[src/rtl/irq_ctrl_pkg.sv]
// Shared constants and types for the 8-line interrupt controller:
// command codes on the command/status port and the request FSM encoding.
package irq_ctrl_pkg;

    // Non-specific end-of-interrupt: retire the highest-priority in-service IRQ.
    localparam logic [7:0] CMD_EOI_NS        = 8'h20;
    // Specific end-of-interrupt: 8'h6n retires IRQn; low three bits carry n.
    localparam logic [7:0] CMD_EOI_SPEC      = 8'h60;
    localparam logic [7:0] CMD_EOI_SPEC_MASK = 8'hF8;
    // Status-read select commands.
    localparam logic [7:0] CMD_RD_IRR        = 8'h0A;
    localparam logic [7:0] CMD_RD_ISR        = 8'h0B;

    typedef enum logic {
        ST_IDLE = 1'b0,
        ST_PEND = 1'b1
    } state_t;

    typedef enum logic {
        RSEL_IRR = 1'b0,
        RSEL_ISR = 1'b1
    } rsel_t;

endpackage

[src/rtl/irq_ctrl_prio8.sv]
// Combinational 8-bit lowest-set-bit encoder; bit 0 has highest priority.
module irq_prio8 (
    input  logic [7:0] req_i,
    output logic       found_o,
    output logic [2:0] idx_o
);

    // Scan downwards so the lowest-numbered set bit is the last one written.
    always_comb begin
        found_o = 1'b0;
        idx_o   = 3'd0;
        for (int i = 7; i >= 0; i--) begin
            if (req_i[i]) begin
                found_o = 1'b1;
                idx_o   = 3'(i);
            end
        end
    end

endmodule

[src/rtl/irq_ctrl.sv]
// Eight-input priority interrupt controller with mask, in-service tracking,
// nesting of higher-priority requests and EOI commands.
module irq_ctrl
    import irq_ctrl_pkg::*;
#(
    parameter logic [7:0] VECTOR_BASE = 8'h08
) (
    input  logic       clock,
    input  logic       reset,
    input  logic [7:0] irq_in,
    output logic       irq_signal,
    output logic [7:0] irq_id,
    input  logic       irq_ack,
    input  logic       port_a0,
    input  logic       port_we,
    input  logic [7:0] port_wdata,
    output logic [7:0] port_rdata
);

    logic [7:0] sync1_q, sync2_q, prev_q;
    logic [7:0] irr_q, irr_d;
    logic [7:0] isr_q, isr_d;
    logic [7:0] imr_q, imr_d;
    logic [2:0] cur_q, cur_d;
    state_t     state_q, state_d;
    rsel_t      rsel_q, rsel_d;

    logic [7:0] edge_det;
    logic       cand_found, isr_found;
    logic [2:0] cand_idx, isr_idx;
    logic       eligible;
    logic       ack_take;
    logic       cmd_wr, eoi_ns, eoi_sp;

    // Rising edge of the synchronized line; a held-high line produces one pulse.
    assign edge_det = sync2_q & ~prev_q;

    irq_prio8 u_cand_prio (
        .req_i   (irr_q & ~imr_q),
        .found_o (cand_found),
        .idx_o   (cand_idx)
    );

    irq_prio8 u_isr_prio (
        .req_i   (isr_q),
        .found_o (isr_found),
        .idx_o   (isr_idx)
    );

    // Only strictly higher priority than everything in service may interrupt.
    assign eligible = cand_found && (!isr_found || (cand_idx < isr_idx));

    assign cmd_wr = port_we && !port_a0;
    assign eoi_ns = cmd_wr && (port_wdata == CMD_EOI_NS);
    assign eoi_sp = cmd_wr && ((port_wdata & CMD_EOI_SPEC_MASK) == CMD_EOI_SPEC);

    // Request FSM: latch the winner in IDLE, hold it stable while pending.
    always_comb begin
        state_d  = state_q;
        cur_d    = cur_q;
        ack_take = 1'b0;
        case (state_q)
            ST_IDLE: begin
                if (eligible) begin
                    cur_d   = cand_idx;
                    state_d = ST_PEND;
                end
            end
            ST_PEND: begin
                // A mask or vanished IRR bit withdraws the request before any ack.
                if (imr_q[cur_q] || !irr_q[cur_q]) begin
                    state_d = ST_IDLE;
                end else if (irq_ack) begin
                    ack_take = 1'b1;
                    state_d  = ST_IDLE;
                end
            end
            default: state_d = ST_IDLE;
        endcase
    end

    // Register next-state: ack clears IRR before new edges set it, EOI
    // retires from the old ISR before the ack sets the new bit.
    always_comb begin
        irr_d = irr_q;
        if (ack_take) irr_d[cur_q] = 1'b0;
        irr_d = irr_d | edge_det;

        isr_d = isr_q;
        if (eoi_ns && isr_found) isr_d[isr_idx] = 1'b0;
        if (eoi_sp) isr_d[port_wdata[2:0]] = 1'b0;
        if (ack_take) isr_d[cur_q] = 1'b1;

        imr_d = (port_we && port_a0) ? port_wdata : imr_q;

        rsel_d = rsel_q;
        if (cmd_wr && (port_wdata == CMD_RD_IRR)) rsel_d = RSEL_IRR;
        if (cmd_wr && (port_wdata == CMD_RD_ISR)) rsel_d = RSEL_ISR;
    end

    // Two-flop synchronizer plus previous-value flop for edge detection.
    always_ff @(posedge clock or posedge reset) begin
        if (reset) begin
            sync1_q <= 8'h00;
            sync2_q <= 8'h00;
            prev_q  <= 8'h00;
        end else begin
            sync1_q <= irq_in;
            sync2_q <= sync1_q;
            prev_q  <= sync2_q;
        end
    end

    // Controller state: request/service/mask registers, FSM and read select.
    always_ff @(posedge clock or posedge reset) begin
        if (reset) begin
            irr_q   <= 8'h00;
            isr_q   <= 8'h00;
            imr_q   <= 8'hFF;
            cur_q   <= 3'd0;
            state_q <= ST_IDLE;
            rsel_q  <= RSEL_IRR;
        end else begin
            irr_q   <= irr_d;
            isr_q   <= isr_d;
            imr_q   <= imr_d;
            cur_q   <= cur_d;
            state_q <= state_d;
            rsel_q  <= rsel_d;
        end
    end

    // Vector wraps modulo 256 by the 8-bit add.
    assign irq_signal = (state_q == ST_PEND);
    assign irq_id     = VECTOR_BASE + {5'b00000, cur_q};
    assign port_rdata = port_a0 ? imr_q : ((rsel_q == RSEL_ISR) ? isr_q : irr_q);

endmodule

[config.mk]
export PLATFORM = sky130hd
export DESIGN_NAME = irq_ctrl
export DESIGN_NICKNAME = d
export VERILOG_FILES = /design/src/rtl/irq_ctrl_pkg.sv /design/src/rtl/irq_ctrl_prio8.sv /design/src/rtl/irq_ctrl.sv
export SDC_FILE = /design/constraint.sdc
export NUM_CORES = 1
export LEC_CHECK = 0
export CORE_MARGIN = 2
export CORE_UTILIZATION = 54
export DETAILED_ROUTE_END_ITERATION = 6
export GPL_TIMING_DRIVEN = 0
export PLACE_DENSITY = 0.79
export RECOVER_POWER = 100
export SYNTH_ARGS = -nofsm -noshare
export SYNTH_HDL_FRONTEND = slang
export SYNTH_SLANG_ARGS = --single-unit
export TNS_END_PERCENT = 100
[constraint.sdc]
create_clock -name clock -period 2.6 [get_ports clock]
set_clock_uncertainty 0.1 [all_clocks]
set_input_delay 0.52 -clock clock [delete_from_list [all_inputs] [get_ports clock]]
set_output_delay 0.52 -clock clock [all_outputs]
set_load 0.03 [all_outputs]
==> flow_summary.yaml <==
final_layout:
  fin_cells: 357
  area_delta_synth_final_pct: 18.38
  seq_area_sq_um: 1338
  drive_gt1_frac: 0.1724
  final_area_sq_um: 3118
  antenna_cells: 0
  nets: 312
  fillers: 358
  multiInputGateArea_sq_um: 1136
logic_synthesis:
  synth_area_per_cell_sq_um: 10.54
  yosysTopAreaCell: "dfrtp_1"
  yosysTopAreaCellShare: 0.4276
  yosysWarnings: 0
  synthFlopType: "dfrtp_1"
  synth_seq_area_share: 0.5074
  async_flop_share: 1.000
  synth_most_common_cell: "dfrtp_1"
  synth.area.top_cells: "dfrtp_1 43%, dfstp_2 8.0%, mux2i_1 4.6%"
  synth_edf_count: 0
  synth-seq-cells: 53
  yosys-top-cells-count: "45 x dfrtp_1, 27 x nand2_1, 20 x o21ai_0"
  synth.distinct_cells: 53
  syn_inst: 250
  syn_area_sq_um: 2634
die:
  die-width_microns: 73.84
  die-area_sq_um: 5452
  core_area_sq_um: 4723
  io_pins: 38
  start_util: 0.5576
  rows: 25
  die_y_microns: 73.84
placed_design:
  gp_congestion: 1.019
  place_area_sq_um: 3039
  post-place-ws_ns: 0.07746
  dp_hpwl_mm: 4.152
  port_buffers: 29
  dpl.cell_count: 350
timing:
  fin_crit_ns: 2.520
  setup_slack_ns: 0.08018
  worstMarginPinSlew_ns: 0.8579
  maxSlewHeadroom: 0.4274
  final_max_slew_viol_count: 0
  fin_hold_ws_ns: 0.2559
  setup_violations: 0
  hold_viol_final: 0
  fmax_mhz: 396.9
  finalCritPeriodShare: 0.9692
  setup_tns_ns: 0
clock_network:
  cts_resized: 1
  clk_path_buf_depth: 2
  holdBufCountCts: 0
  root_buffer: "clkbuf_8"
  cts_tree: "done"
  insertion_delay_ns: 0.30
  cts_made_buffers: 5
  post_cts_buffers: 0
  path_clk_slew_ns: 0.09
  clock-sinks: 53
  h-tree-depth: 2
power:
  p_clk_frac: 0.225
  power_leakage_uw: 0.001380
  seqPwrFrac: 0.449
  power_frac_comb: 0.326
  power.internal_uw: 1599
  irDropWorstVdd_mv: 0.5024
  p_switching_uw: 893.8
  powerDensity_nw_per_um2: 799.5
  swShare: 0.3586
setup_path:
  critical-path-top-delay-family: "buffers and inverters"
  crit_chain: "mux2i_1, o21ai_0, dlygate4sd3_1"
  cp.required_ns: 1.98
  cp_slowest_cell: "dlygate4sd3_1"
  timing.setup.critical_path_class: "flop to output pin"
  path_buf_inv: 1
  end_kind: "output pin"
  worst-path-max-fanout: 9
  worst_setup_path_start_kind: "flop"
  max_stage_delay_ns: 0.76
  cp.arrival_ns: 1.90
global_routing:
  grt.total_usage: 0.2221
  grt_overflow: 0
  grt_pass1_vias: 1831
  grt_first_pass_wirelength_mm: 9.032
  antenna_found_initial: 0
  grt_max_degree: 31
routing:
  wire_per_inst_microns: 15.43
  dr_total_vias: 2002
  drc: 0
  drtAntennaViolNets: 0
  finalWirelength_mm: 5.509
  vias_per_cell: 5.608
  drtIter0Drc: 158
  first_pass_iters: 4
outcome:
  outcome: "completed"
hold_path:
  hp-class: "flop to flop"
run:
  drv_cap: 0
-- cells in the final DEF (no fill, tap or decap), types with 9 or more instances in the layout --
cell             instances
clkdlybuf4s50_1         10
mux2i_1                 12
nand2_1                 28
inv_1                   19
nand3_1                  9
o21ai_0                 19
dlygate4sd3_1           19
dfrtp_1                 44
nor2_1                  13
-- cell families (layout without fill, tap and decap cells) --
family / after synthesis / after routing / share of synthesized area
simple gates: 79 / 79 / 0.1696
compound gates: 59 / 59 / 0.1629
flops: 53 / 53 / 0.5074
buf+inv: 33 / 70 / 0.05938
mux: 22 / 22 / 0.08836
fa+ha+maj: 2 / 2 / 0.009500
other cells: 2 / 5 / 0.002851
-- layer usage --
layer,GRT usage,vias up,part of all wire
met5,0,-,0
met3,0.04527,12,0.065
met2,0.3343,86,0.45
li1,-,960,-
met1,0.3255,944,0.47
met4,0.06667,0,0.014
-- worst reg2reg max path: cells and delay by family (launching register included) --
family	cells	cell delay, ns
AND/OR/NAND/NOR	4	0.61
flip-flops	1	0.57
AO/OA/AOI/OAI	4	0.43
multiplexers	1	0.34
adder cells (fa/ha/maj)	1	0.27
-- power by group through the flow --
stage	Clock (uW)	Sequential [uW]	Combinational, uW
final	560	1120	813
after detailed placement	0	1130	825
after floorplan	0	1120	570
after global placement	0	1120	813
after CTS	573	1120	827
after global routing	609	1130	894
-- cell type report --
| cell class | count | share of cell area |
|---|---|---|
| multi-input cells | 167 | 0.3644 |
| plain buffers | 12 | 0.02488 |
| repair buffers | 30 | 0.09470 |
| inverters | 20 | 0.02408 |
| flip-flops and latches | 53 | 0.4290 |
| clock inverters | 3 | 0.01404 |
| well taps | 67 | 0.02689 |
| clock buffers | 5 | 0.02207 |
-- per-stage QoR --
step / utilization / total power [uW]
2_1_floorplan: - / 1694
3_3_place_gp: 0.6392 / 1938
3_5_place_dp: 0.6434 / 1953
4_1_cts: 0.6668 / 2516
5_1_grt: 0.6601 / 2637
6_report: 0.6601 / 2493
-- path summary, 6_finish.rpt --
path | startpoint | to | slack, ns | cells after the start
setup / recovery | rsel_q | port_rdata[1] | 0.08 | 3
hold / removal | sync1_q[7] | sync2_q[7] | 0.26 | 0
setup reg to reg | imr_q[0] | cur_q[1] | 0.16 | 10
hold reg to reg | sync1_q[7] | sync2_q[7] | 0.26 | 0
max in group asynchronous | reset | rsel_q | 0.44 | 3
min in group asynchronous | reset | sync1_q[2] | 0.72 | 2
-- registers in the layout (all words and copies together), names as in the netlist --
| register | cells |
|---|---|
| imr_q | 8 |
| prev_q | 8 |
| irr_q | 8 |
| sync1_q | 8 |
| isr_q | 8 |
| sync2_q | 8 |
| rsel_q | 1 |
| cur_q | 3 |
| irq_signal | 1 |
Note: power is estimated with default switching activity, not from simulation.
